`src/rtl/mux_scan_sequencer_pkg.sv`:
```
// Shared types and scan-order helpers for the mux scan sequencer and its index counter.
package mux_scan_sequencer_pkg;

    typedef enum logic {
        IDLE = 1'b0,
        SCAN = 1'b1
    } state_e;

    // First index presented for a word: 0 for LSB-first, N-1 for MSB-first.
    function automatic int unsigned scan_start(input int unsigned k, input bit msb_first);
        return msb_first ? ((32'd1 << k) - 32'd1) : 32'd0;
    endfunction

    function automatic int unsigned scan_end(input int unsigned k, input bit msb_first);
        return msb_first ? 32'd0 : ((32'd1 << k) - 32'd1);
    endfunction

endpackage

```
`src/rtl/mux_scan_sequencer_scan_index_counter.sv`:
```
// K-bit loadable up/down counter that walks the mux select from the scan start to the scan end.
module scan_index_counter
    import mux_scan_sequencer_pkg::*;
#(
    parameter int unsigned K         = 2,
    parameter bit          MSB_FIRST = 1'b0
) (
    input  logic         clk,
    input  logic         rst_n,
    input  logic         load,
    input  logic         step,
    input  logic         dir,
    output logic [K-1:0] idx,
    output logic         at_end
);

    localparam logic [K-1:0] START = K'(scan_start(K, MSB_FIRST));
    localparam logic [K-1:0] END   = K'(scan_end(K, MSB_FIRST));
    localparam logic [K-1:0] ONE   = K'(1);

    logic [K-1:0] idx_q;
    logic [K-1:0] idx_d;

    // load wins over step so a new word always restarts at the scan start.
    always_comb begin
        idx_d = idx_q;
        if (load) begin
            idx_d = START;
        end else if (step) begin
            idx_d = dir ? (idx_q - ONE) : (idx_q + ONE);
        end
    end

    always_ff @(posedge clk or negedge rst_n) begin
        if (!rst_n) begin
            idx_q <= START;
        end else begin
            idx_q <= idx_d;
        end
    end

    assign idx    = idx_q;
    assign at_end = (idx_q == END);

endmodule

```
`src/rtl/mux_scan_sequencer.sv`:
```
// Holds a parallel word on an external bit-select mux and scans its select to emit a framed serial stream.
module mux_scan_sequencer
    import mux_scan_sequencer_pkg::*;
#(
    parameter  int unsigned K         = 2,
    parameter  bit          MSB_FIRST = 1'b0,
    localparam int unsigned N         = 2 ** K
) (
    input  logic         clk,
    input  logic         rst_n,
    input  logic         flush,
    input  logic         in_valid,
    output logic         in_ready,
    input  logic [N-1:0] in_data,
    output logic [N-1:0] mux_in,
    output logic [K-1:0] mux_sel,
    input  logic         mux_out,
    output logic         bit_valid,
    output logic         bit_data,
    output logic         bit_first,
    output logic         bit_last,
    input  logic         bit_ready,
    output logic         busy
);

    localparam logic [K-1:0] START = K'(scan_start(K, MSB_FIRST));

    state_e       state_q;
    state_e       state_d;
    logic [N-1:0] mux_in_q;
    logic [N-1:0] mux_in_d;
    logic         cnt_load;
    logic         cnt_step;
    logic         at_end;
    logic [K-1:0] sel;
    logic         scanning;
    logic         last_taken;
    logic         ready_c;

    scan_index_counter #(
        .K         (K),
        .MSB_FIRST (MSB_FIRST)
    ) u_index (
        .clk    (clk),
        .rst_n  (rst_n),
        .load   (cnt_load),
        .step   (cnt_step),
        .dir    (MSB_FIRST),
        .idx    (sel),
        .at_end (at_end)
    );

    assign scanning   = (state_q == SCAN);
    assign last_taken = scanning && bit_ready && at_end;

    // flush outranks every handshake; the end check precedes any step so the index never wraps.
    always_comb begin
        state_d  = state_q;
        mux_in_d = mux_in_q;
        cnt_load = 1'b0;
        cnt_step = 1'b0;
        ready_c  = rst_n && !flush && ((state_q == IDLE) || last_taken);
        if (flush) begin
            state_d  = IDLE;
            cnt_load = 1'b1;
        end else if (in_valid && ready_c) begin
            state_d  = SCAN;
            mux_in_d = in_data;
            cnt_load = 1'b1;
        end else if (last_taken) begin
            state_d  = IDLE;
        end else if (scanning && bit_ready) begin
            cnt_step = 1'b1;
        end
    end

    always_ff @(posedge clk or negedge rst_n) begin
        if (!rst_n) begin
            state_q  <= IDLE;
            mux_in_q <= '0;
        end else begin
            state_q  <= state_d;
            mux_in_q <= mux_in_d;
        end
    end

    assign in_ready  = ready_c;
    assign mux_in    = mux_in_q;
    assign mux_sel   = sel;
    assign bit_valid = scanning;
    assign bit_data  = mux_out;
    assign bit_first = scanning && (sel == START);
    assign bit_last  = scanning && at_end;
    assign busy      = scanning;

endmodule

```
`config.mk`:
```
export PLATFORM = sky130hd
export DESIGN_NAME = mux_scan_sequencer
export DESIGN_NICKNAME = d
export VERILOG_FILES = /design/src/rtl/mux_scan_sequencer_pkg.sv /design/src/rtl/mux_scan_sequencer_scan_index_counter.sv /design/src/rtl/mux_scan_sequencer.sv
export SDC_FILE = /design/constraint.sdc
export NUM_CORES = 1
export LEC_CHECK = 0
export ABC_AREA = 1
export BUFFER_PORTS_ARGS = -buffer_cell sky130_fd_sc_hd__buf_2
export CAP_MARGIN = 15
export CORE_AREA = 2 2 39 41
export CTS_CLUSTER_SIZE = 20
export DETAILED_ROUTE_END_ITERATION = 8
export DIE_AREA = 0 0 41 43
export GPL_ROUTABILITY_DRIVEN = 0
export REMOVE_ABC_BUFFERS = 1
export SLEW_MARGIN = 20
export SYNTH_ARGS = -nofsm -noshare
export SYNTH_HDL_FRONTEND = slang
export SYNTH_SLANG_ARGS = --single-unit
```
`constraint.sdc`:
```
create_clock -name clk -period 1.15 [get_ports clk]
set_input_delay 0 -clock clk [delete_from_list [all_inputs] [get_ports clk]]
set_output_delay 0 -clock clk [all_outputs]
set_load 0.05 [all_outputs]
```
==> run summary, run 1 <==
- 0.159 — overall fraction of global-route tracks in use
- 0 — Ys Warns
- 93 — nets
- 1280 nW/µm² — power density normalized to cell area
- 85 — post-placement cell count
- 702 µm — HPWL after detailed placement
- 137 — number of inserted filler cells in the final layout
- setup timing — violated checks
- 4.44 — via-per-instance ratio
- 8.36 µm² — average cell area after synthesis
- 2 — Pre-antenna DRT Iters
- 64.1% — area growth from synthesis to final layout
- 7 — number of clock sinks seen by CTS
- 0 — number of inserted diodes
- 0.40 ns — slowest stage delay, CP
- 0 — number of enable-type register cells in the synthesized netlist
- dfrtp_1 — most frequently used flop master after synthesis
- 0 — Final Hold Violating Endpoints
- 11.3 µm — WL per Instance
- 1.09 — part of the cycle the worst path needs
- 2 — number of design-rule violations left by the first detailed-router iteration
- clkbuf_4 — buffer cell driving the clock tree root
- flop — startpoint type of the worst setup path
- yes — unrepaired setup endpoints after global routing
- 1740 µm — wire length of the first global-routing pass
- 7 — total of flip-flops plus latches after synthesis
- ha_2 -> buf_4 -> nand2_1 -> inv_1 -> buf_6 — worst path cell trace
- 0.419 — Yosys top cell area share
- dfrtp_1 — area leader, netlist
- 1.26 ns — Arr. time, crit path
- 418 µm² — total standard cell area after synthesis
- 0.302 — initial core utilization
- 16 x nand2_1, 8 x inv_1, 7 x dfrtp_1, 6 x nand4_1 — most numerous cell types in the synthesized netlist
- 3 — number of buffers created by CTS
- 0.000109 ns — Post-Route Hold Slack
- 1 — number of H-tree levels
- 0 — number of maximum-capacitance violations
- 1760 µm² — Die Outline Area
- 426 — vias after detailed routing
- 0.0524 — met3 Track Usage GR
- 43 µm — y dimension of the die
- 0.771 — worst slew slack as a fraction of its limit
- flip-flops — cell family contributing the most delay on the critical path
- 0 — number of slew-limit violations in the final report
- 0 — residual antenna-violating net count after detailed routing
- 1.00 — share of synthesized registers carrying an async set or reset
- 1.15 ns — WP data required
- 0 — initial antenna violation count
- 0.797 GHz — Max Clock Freq
- 686 µm² — Non-Filler Cell Area, Final
- 96 — non-filler cells, final
- 0.00744 ns — pre-CTS setup slack
- 441 — vias in the first global route
- 0.00418 ns — worst clock skew
- 0.143 — M1 GR Usage
- 0.538 — fraction of final layout cells sized beyond drive strength 1
- 14 — row cnt
- 225 µm² — Multi-input gate area
- dfrtp_1 42%, nand2_1 14%, nand4_1 9.0% — Area contributors post-synth
- 1.26 ns — minimum period implied by the final worst setup slack
- 175 µm² — Sequential Area
- 1090 µm — sum of routed wire length over all layers
- 0.342 ns — pin slew with the least headroom to its limit
- 19 — number of I/O port buffers
- 0 — total congestion overflow
- dfrtp_1 — slowest cell on the critical path
- input pin to output port — path category of the worst min-delay check
- 1380 µm² — standard cell core area
- 0.06 ns — Reg clk slew, reported paths
- met2 — most heavily used metal layer in global routing
- -0.105 ns — worst setup margin
- flop to output port — Setup Crit Path Kind
- 2 — Worst Path Max Fanout
- 41 µm — Horiz. Die Dim
- 0 — Post-route DRC
- 0.000367 µW — leakage power total
- 875 µW — post-route total power
- 50 — gate count of the mapped netlist
- 3 — worst path bufs/invs
- 0.419 — sequential area share after synthesis
- 533 µm² — instance area at placement
- 13 — Synth cell types
- 0.667 mV — maximum ir drop on the vdd rail
- 10 — final number of setup-violating endpoints
- 0.269 — grt met2 use
- 22 — I/O pins
- 9 — maximum number of pins on one net before global-route repair
- nand2_1 — dominant cell by count in the synthesized netlist
- built — TritonCTS clock tree
- 2 — Clock Path Buffers
- output port — category of the worst setup path capture point
- 0.26 ns — Worst-Skew Late Latency
- complete, but fails checks — result of the run
## logic make-up (layout without fill, tap and decap cells)
group | Yosys count | in the layout | synth area share
buffers and inverters | 10 | 40 | 0.108
and+or+nand+nor | 30 | 30 | 0.401
DFF | 7 | 7 | 0.419
adders and majority gates | 2 | 2 | 0.0599
AOI/OAI and AO/OA | 1 | 1 | 0.0120
## worst reg2reg max path, delay by kind of cell (launching register included)
| family | cells | cell delay (ns) |
|---|---|---|
| adders and majority gates | 1 | 0.21 |
| buffers and inverters | 1 | 0.16 |
| DFF | 1 | 0.40 |
| and+or+nand+nor | 5 | 0.37 |
## path summary, 6_finish.rpt
check,start,endpoint,slack (ns),depth (start not counted)
setup reg to reg,u_index.idx[0],u_index.idx[0],-0.05,7
setup / recovery,u_index.idx[0],bit_last,-0.11,5
max in group asynchronous,rst_n,mux_in[1],0.61,3
min in group asynchronous,rst_n,mux_in[2],0.28,3
hold / removal,mux_out,bit_data,0.0001,0
hold reg to reg,mux_in[2],mux_in[2],0.48,2
## through the flow
step | TNS [ns] | utilization
finish | -0.580 | 0.495
global route | -1.11 | 0.495
CTS | -0.535 | 0.486
detailed placement | 0 | 0.385
global placement | 0 | 0.385
floorplan | -3.66 | -
## metal layers
metal	wire [µm]	share of wire	vias to the layer above
li1	-	-	218
met1	428	0.39	183
met2	553	0.51	21
met3	79	0.073	4
met4	27	0.025	0
met5	0	0	-
## power by group
part	total, µW	internal (µW)	switching (µW)	leakage (µW)
clock network	241	134	108	0.0000150
registers	304	279	24.8	0.0000908
logic	330	98.5	232	0.000262
## area by class of cell
type	instances	area share
multi-input combinational	33	0.328
timing repair buffer	28	0.297
sequential	7	0.255
inverter	8	0.0511
clock buffer	4	0.0383
tap	16	0.0292
## cell usage in the layout (no fill, tap or decap), drive strengths merged
| cell | count |
|---|---|
| buf | 26 |
| clkbuf | 4 |
| dfrtp | 7 |
| dlygate4sd3 | 2 |
| ha | 2 |
| inv | 8 |
| nand2 | 18 |
| nand3 | 2 |
| nand4 | 6 |
| nor2 | 4 |
| o21ai | 1 |
## state kept, by name, summed over array words and instances, names as in the netlist
name	flops
bit_valid	1
mux_in	4
u_index.idx	2
## repair_timing
item	CTS	global route
pin swaps	3	3
resized for setup	15	8
hold buffers	2	0
buffers inserted	6	0
setup endpoints to repair	4	11
hold endpoints to repair	8	0
(Power assumes the default switching activity.)
==> run 2, diff against run 1 <==
- ABC_AREA: 1 -> not set
==> run 2 against run 1 <==
The flow still finishes with violations (setup timing). Routed wire length down 11%. Hold slack unchanged. Count of clock-buffer cells in the layout unchanged. Die area unchanged. Clock power down 9.5%. Non-clock buffer count up 9. Global-route usage down 1.4 points. First-iteration DRC count down 100%. Via count down 15%. Sequential power about the same. Combinational power up 21%. Design area up 8.2%.
==> run summary, run 2 <==
- yes — unrepaired setup endpoints after global routing, unchanged
- 1.00 — share of synthesized registers carrying an async set or reset, unchanged
- 578 µW — Internal, was 511 µW
- 71 — post-placement cell count, was 85
- 7 — total of flip-flops plus latches after synthesis, unchanged
- built — TritonCTS clock tree, unchanged
- 84 µm — met3 routed WL, was 79 µm
- complete, but fails checks — result of the run, unchanged
- flop — category of the worst setup path capture point, was output port
- 1380 µm² — standard cell core area, unchanged
- mux_out — source of the worst hold timing path, unchanged
- 0.05 ns — Reg clk slew, reported paths, was 0.06 ns
- 0.449 — Yosys top cell area share, was 0.419
- 0 — Ys Warns, unchanged
- 22 — I/O pins, unchanged
- 90.1% — area growth from synthesis to final layout, was 64.1%
- 1.28 ns — WP data required, was 1.15 ns
- 0 — Post-route DRC, unchanged
- dfrtp_1 45%, mux2_4 15%, ha_1 6.4% — Area contributors post-synth, was dfrtp_1 42%, nand2_1 14%, nand4_1 9.0%
- 967 µm — sum of routed wire length over all layers, was 1090 µm
- 1650 µm — wire length of the first global-routing pass, was 1740 µm
- 1.51 ns — minimum period implied by the final worst setup slack, was 1.26 ns
- 19 — number of I/O port buffers, unchanged
- 0.25 ns — Worst-Skew Late Latency, was 0.26 ns
- 0.145 — overall fraction of global-route tracks in use, was 0.159
- 4.30 — via-per-instance ratio, was 4.44
- -0.362 ns — worst setup margin, was -0.105 ns
- 0 — number of design-rule violations left by the first detailed-router iteration, was 2
- u_index.idx[0] — FF-to-FF Start, unchanged
- 4 — Worst Path Max Fanout, was 2
- 0.311 ns — pin slew with the least headroom to its limit, was 0.342 ns
- 30 — gate count of the mapped netlist, was 50
- 5 — depth of the most critical reg-to-reg path, was 7
- dfrtp_1 — dominant cell by count in the synthesized netlist, was nand2_1
- 0.332 — Flop pwr share, was 0.347
- -0.36 ns — minimum setup slack among reg-to-reg paths, was -0.05 ns
- 0.39 ns — slowest stage delay, CP, was 0.40 ns
- 1.31 — part of the cycle the worst path needs, was 1.09
- 673 µm — HPWL after detailed placement, was 702 µm
- 0.236 — part of the power in the clock network, was 0.276
- 0 — number of enable-type register cells in the synthesized netlist, unchanged
- flop to flop — Setup Crit Path Kind, was flop to output port
- ha_4 -> a21boi_4 -> nor4bb_4 -> buf_4 -> mux2_4 — worst path cell trace, was ha_2 -> buf_4 -> nand2_1 -> inv_1 -> buf_6
- flop — startpoint type of the worst setup path, unchanged
- 924 µW — post-route total power, was 875 µW
- 0 — residual antenna-violating net count after detailed routing, unchanged
- 1760 µm² — Die Outline Area, unchanged
- 84 — non-filler cells, final, was 96
- 8 — maximum number of pins on one net before global-route repair, was 9
- 1 — Pre-antenna DRT Iters, was 2
- met3 — highest signal layer in the routed design, was met4
- -0.476 ns — pre-CTS setup slack, was 0.00744 ns
- 1250 nW/µm² — power density normalized to cell area, was 1280 nW/µm²
- 1.64 ns — Arr. time, crit path, was 1.26 ns
- 0.282 — initial core utilization, was 0.302
- 347 µW — power spent charging and discharging nets, was 364 µW
- 16 x buf_2, 9 x buf_4, 7 x dfrtp_1 — most used cells in the layout excluding fill and tap cells, was 15 x buf_2, 14 x nand2_1, 7 x dfrtp_1
- 0 — number of slew-limit violations in the final report, unchanged
- 0.375 — switching part of the total, was 0.416
- 0 — worst hold path stage count, unchanged
- 7 x dfrtp_1, 4 x mux2_4, 3 x buf_4, 3 x inv_1 — most numerous cell types in the synthesized netlist, was 16 x nand2_1, 8 x inv_1, 7 x dfrtp_1, 6 x nand4_1
- 0 — number of inserted diodes, unchanged
- input pin to output port — path category of the worst min-delay check, unchanged
- 0.432 — combinational share of power, was 0.377
- 41 µm — Horiz. Die Dim, unchanged
- 0.000385 µW — leakage power total, was 0.000367 µW
- 390 µm² — total standard cell area after synthesis, was 418 µm²
- 0.843 mV — maximum ir drop on the vdd rail, was 0.667 mV
- dfrtp_1 — slowest cell on the critical path, unchanged
- 14 — Synth cell types, was 13
- 13.0 µm² — average cell area after synthesis, was 8.36 µm²
- clkbuf_4 — buffer cell driving the clock tree root, unchanged
- 0 — number of maximum-capacitance violations, unchanged
- 11.5 µm — WL per Instance, was 11.3 µm
- 0.706 — fraction of final layout cells sized beyond drive strength 1, was 0.538
- 11 — final number of setup-violating endpoints, was 10
- 0 — Final Hold Violating Endpoints, unchanged
- dfrtp_1 — area leader, netlist, unchanged
- 7 — number of clock sinks seen by CTS, unchanged
- 0.00221 ns — worst clock skew, was 0.00418 ns
- buf_2 — most common cell after layout, fill and taps aside, unchanged
- mux_in[1] — endpoint of the worst-slack reg-to-reg timing path, was u_index.idx[0]
- 0 — total congestion overflow, unchanged
- setup timing — violated checks, unchanged
- 2 — Clock Path Buffers, unchanged
- 361 — vias after detailed routing, was 426
- 1 — number of H-tree levels, unchanged
- 0 — initial antenna violation count, unchanged
- -2.90 ns — setup tns final, was -0.580 ns
- dfrtp_1 — most frequently used flop master after synthesis, unchanged
- 547 µm — Routed met2 length, was 553 µm
- 335 µm — sum of routed wire segments on met1, was 428 µm
- bit_data — Hold Path End, unchanged
- 43 µm — y dimension of the die, unchanged
- 0.000109 ns — Post-Route Hold Slack, unchanged
- 4 — max FFs per register, unchanged
- 0.449 — sequential area share after synthesis, was 0.419
- 81 — nets, was 93
- 14 — row cnt, unchanged
- 411 — vias in the first global route, was 441
- 3 — number of buffers created by CTS, unchanged
- 0.792 — worst slew slack as a fraction of its limit, was 0.771
- 0.662 GHz — Max Clock Freq, was 0.797 GHz
- 123 — number of inserted filler cells in the final layout, was 137
==> run 2: power groups by stage <==
stage	Clock, µW	Combinational (µW)	Sequential (µW)
detailed placement	0	347	307
global placement	0	343	311
finish	218	399	306
global route	243	418	313
floorplan	0	97.7	454
CTS	230	389	308
==> run 2: timing repair <==
| item | in CTS | in global routing |
|---|---|---|
| buffers inserted | 3 | 2 |
| resized for setup | 17 | 6 |
| cloned | 0 | 0 |
| hold endpoints to repair | 11 | 0 |
| pin swaps | 1 | 1 |
| hold buffers | 5 | 0 |
| endpoints found under the setup margin | 10 | 10 |
==> run 2: cell type report <==
| cell class | instances | area (µm²) | share of cell area |
|---|---|---|---|
| clock buffer | 4 | 26.3 | 0.0354 |
| timing repair buffer | 37 | 284 | 0.383 |
| tap | 16 | 20.0 | 0.0270 |
| inverter | 3 | 11.3 | 0.0152 |
| sequential | 7 | 175 | 0.236 |
| multi-input combinational | 17 | 225 | 0.304 |
==> run 2: stage by stage <==
stage / instance area (µm²) / utilization
6_report: 742 / 0.536
5_1_grt: 742 / 0.536
4_1_cts: 721 / 0.521
3_5_place_dp: 551 / 0.398
3_3_place_gp: 551 / 0.398
2_1_floorplan: 368 / -
==> run 2: kinds of logic after synthesis <==
logic type	count (synthesis)	synth area share
adders and majority gates	2	0.0641
DFF	7	0.449
muxes	5	0.179
buffers and inverters	6	0.0865
AOI/OAI and AO/OA	2	0.0705
xor gates and xnor gates	1	0.0224
and+or+nand+nor	7	0.128
==> run 2: metal layers <==
metal  global-route usage  up-vias
met2                0.256       20
met5                    0        -
li1                     -      173
met1                0.143      168
met3               0.0314        0
met4               0.0800        0
==> run 2: worst max path at each step <==
stage | startpoint | endpoint | cells past startpoint | slack [ns]
final | u_index.idx[0] | mux_in[1] | 5 | -0.36
after floorplan | bit_valid | mux_in[0] | 3 | -1.33
after CTS | u_index.idx[1] | mux_in[0] | 5 | -0.34
after global placement | u_index.idx[0] | mux_in[3] | 5 | -0.43
after global routing | u_index.idx[1] | mux_in[3] | 5 | -0.43
after detailed placement | u_index.idx[1] | mux_in[2] | 5 | -0.48
==> run 2: worst max-delay path, delay by kind of cell, from the launching register on <==
kind / cells / cell delay [ns]
DFF: 1 / 0.39
and+or+nand+nor: 1 / 0.29
buffers and inverters: 1 / 0.20
muxes: 1 / 0.29
AOI/OAI and AO/OA: 1 / 0.06
adders and majority gates: 1 / 0.16
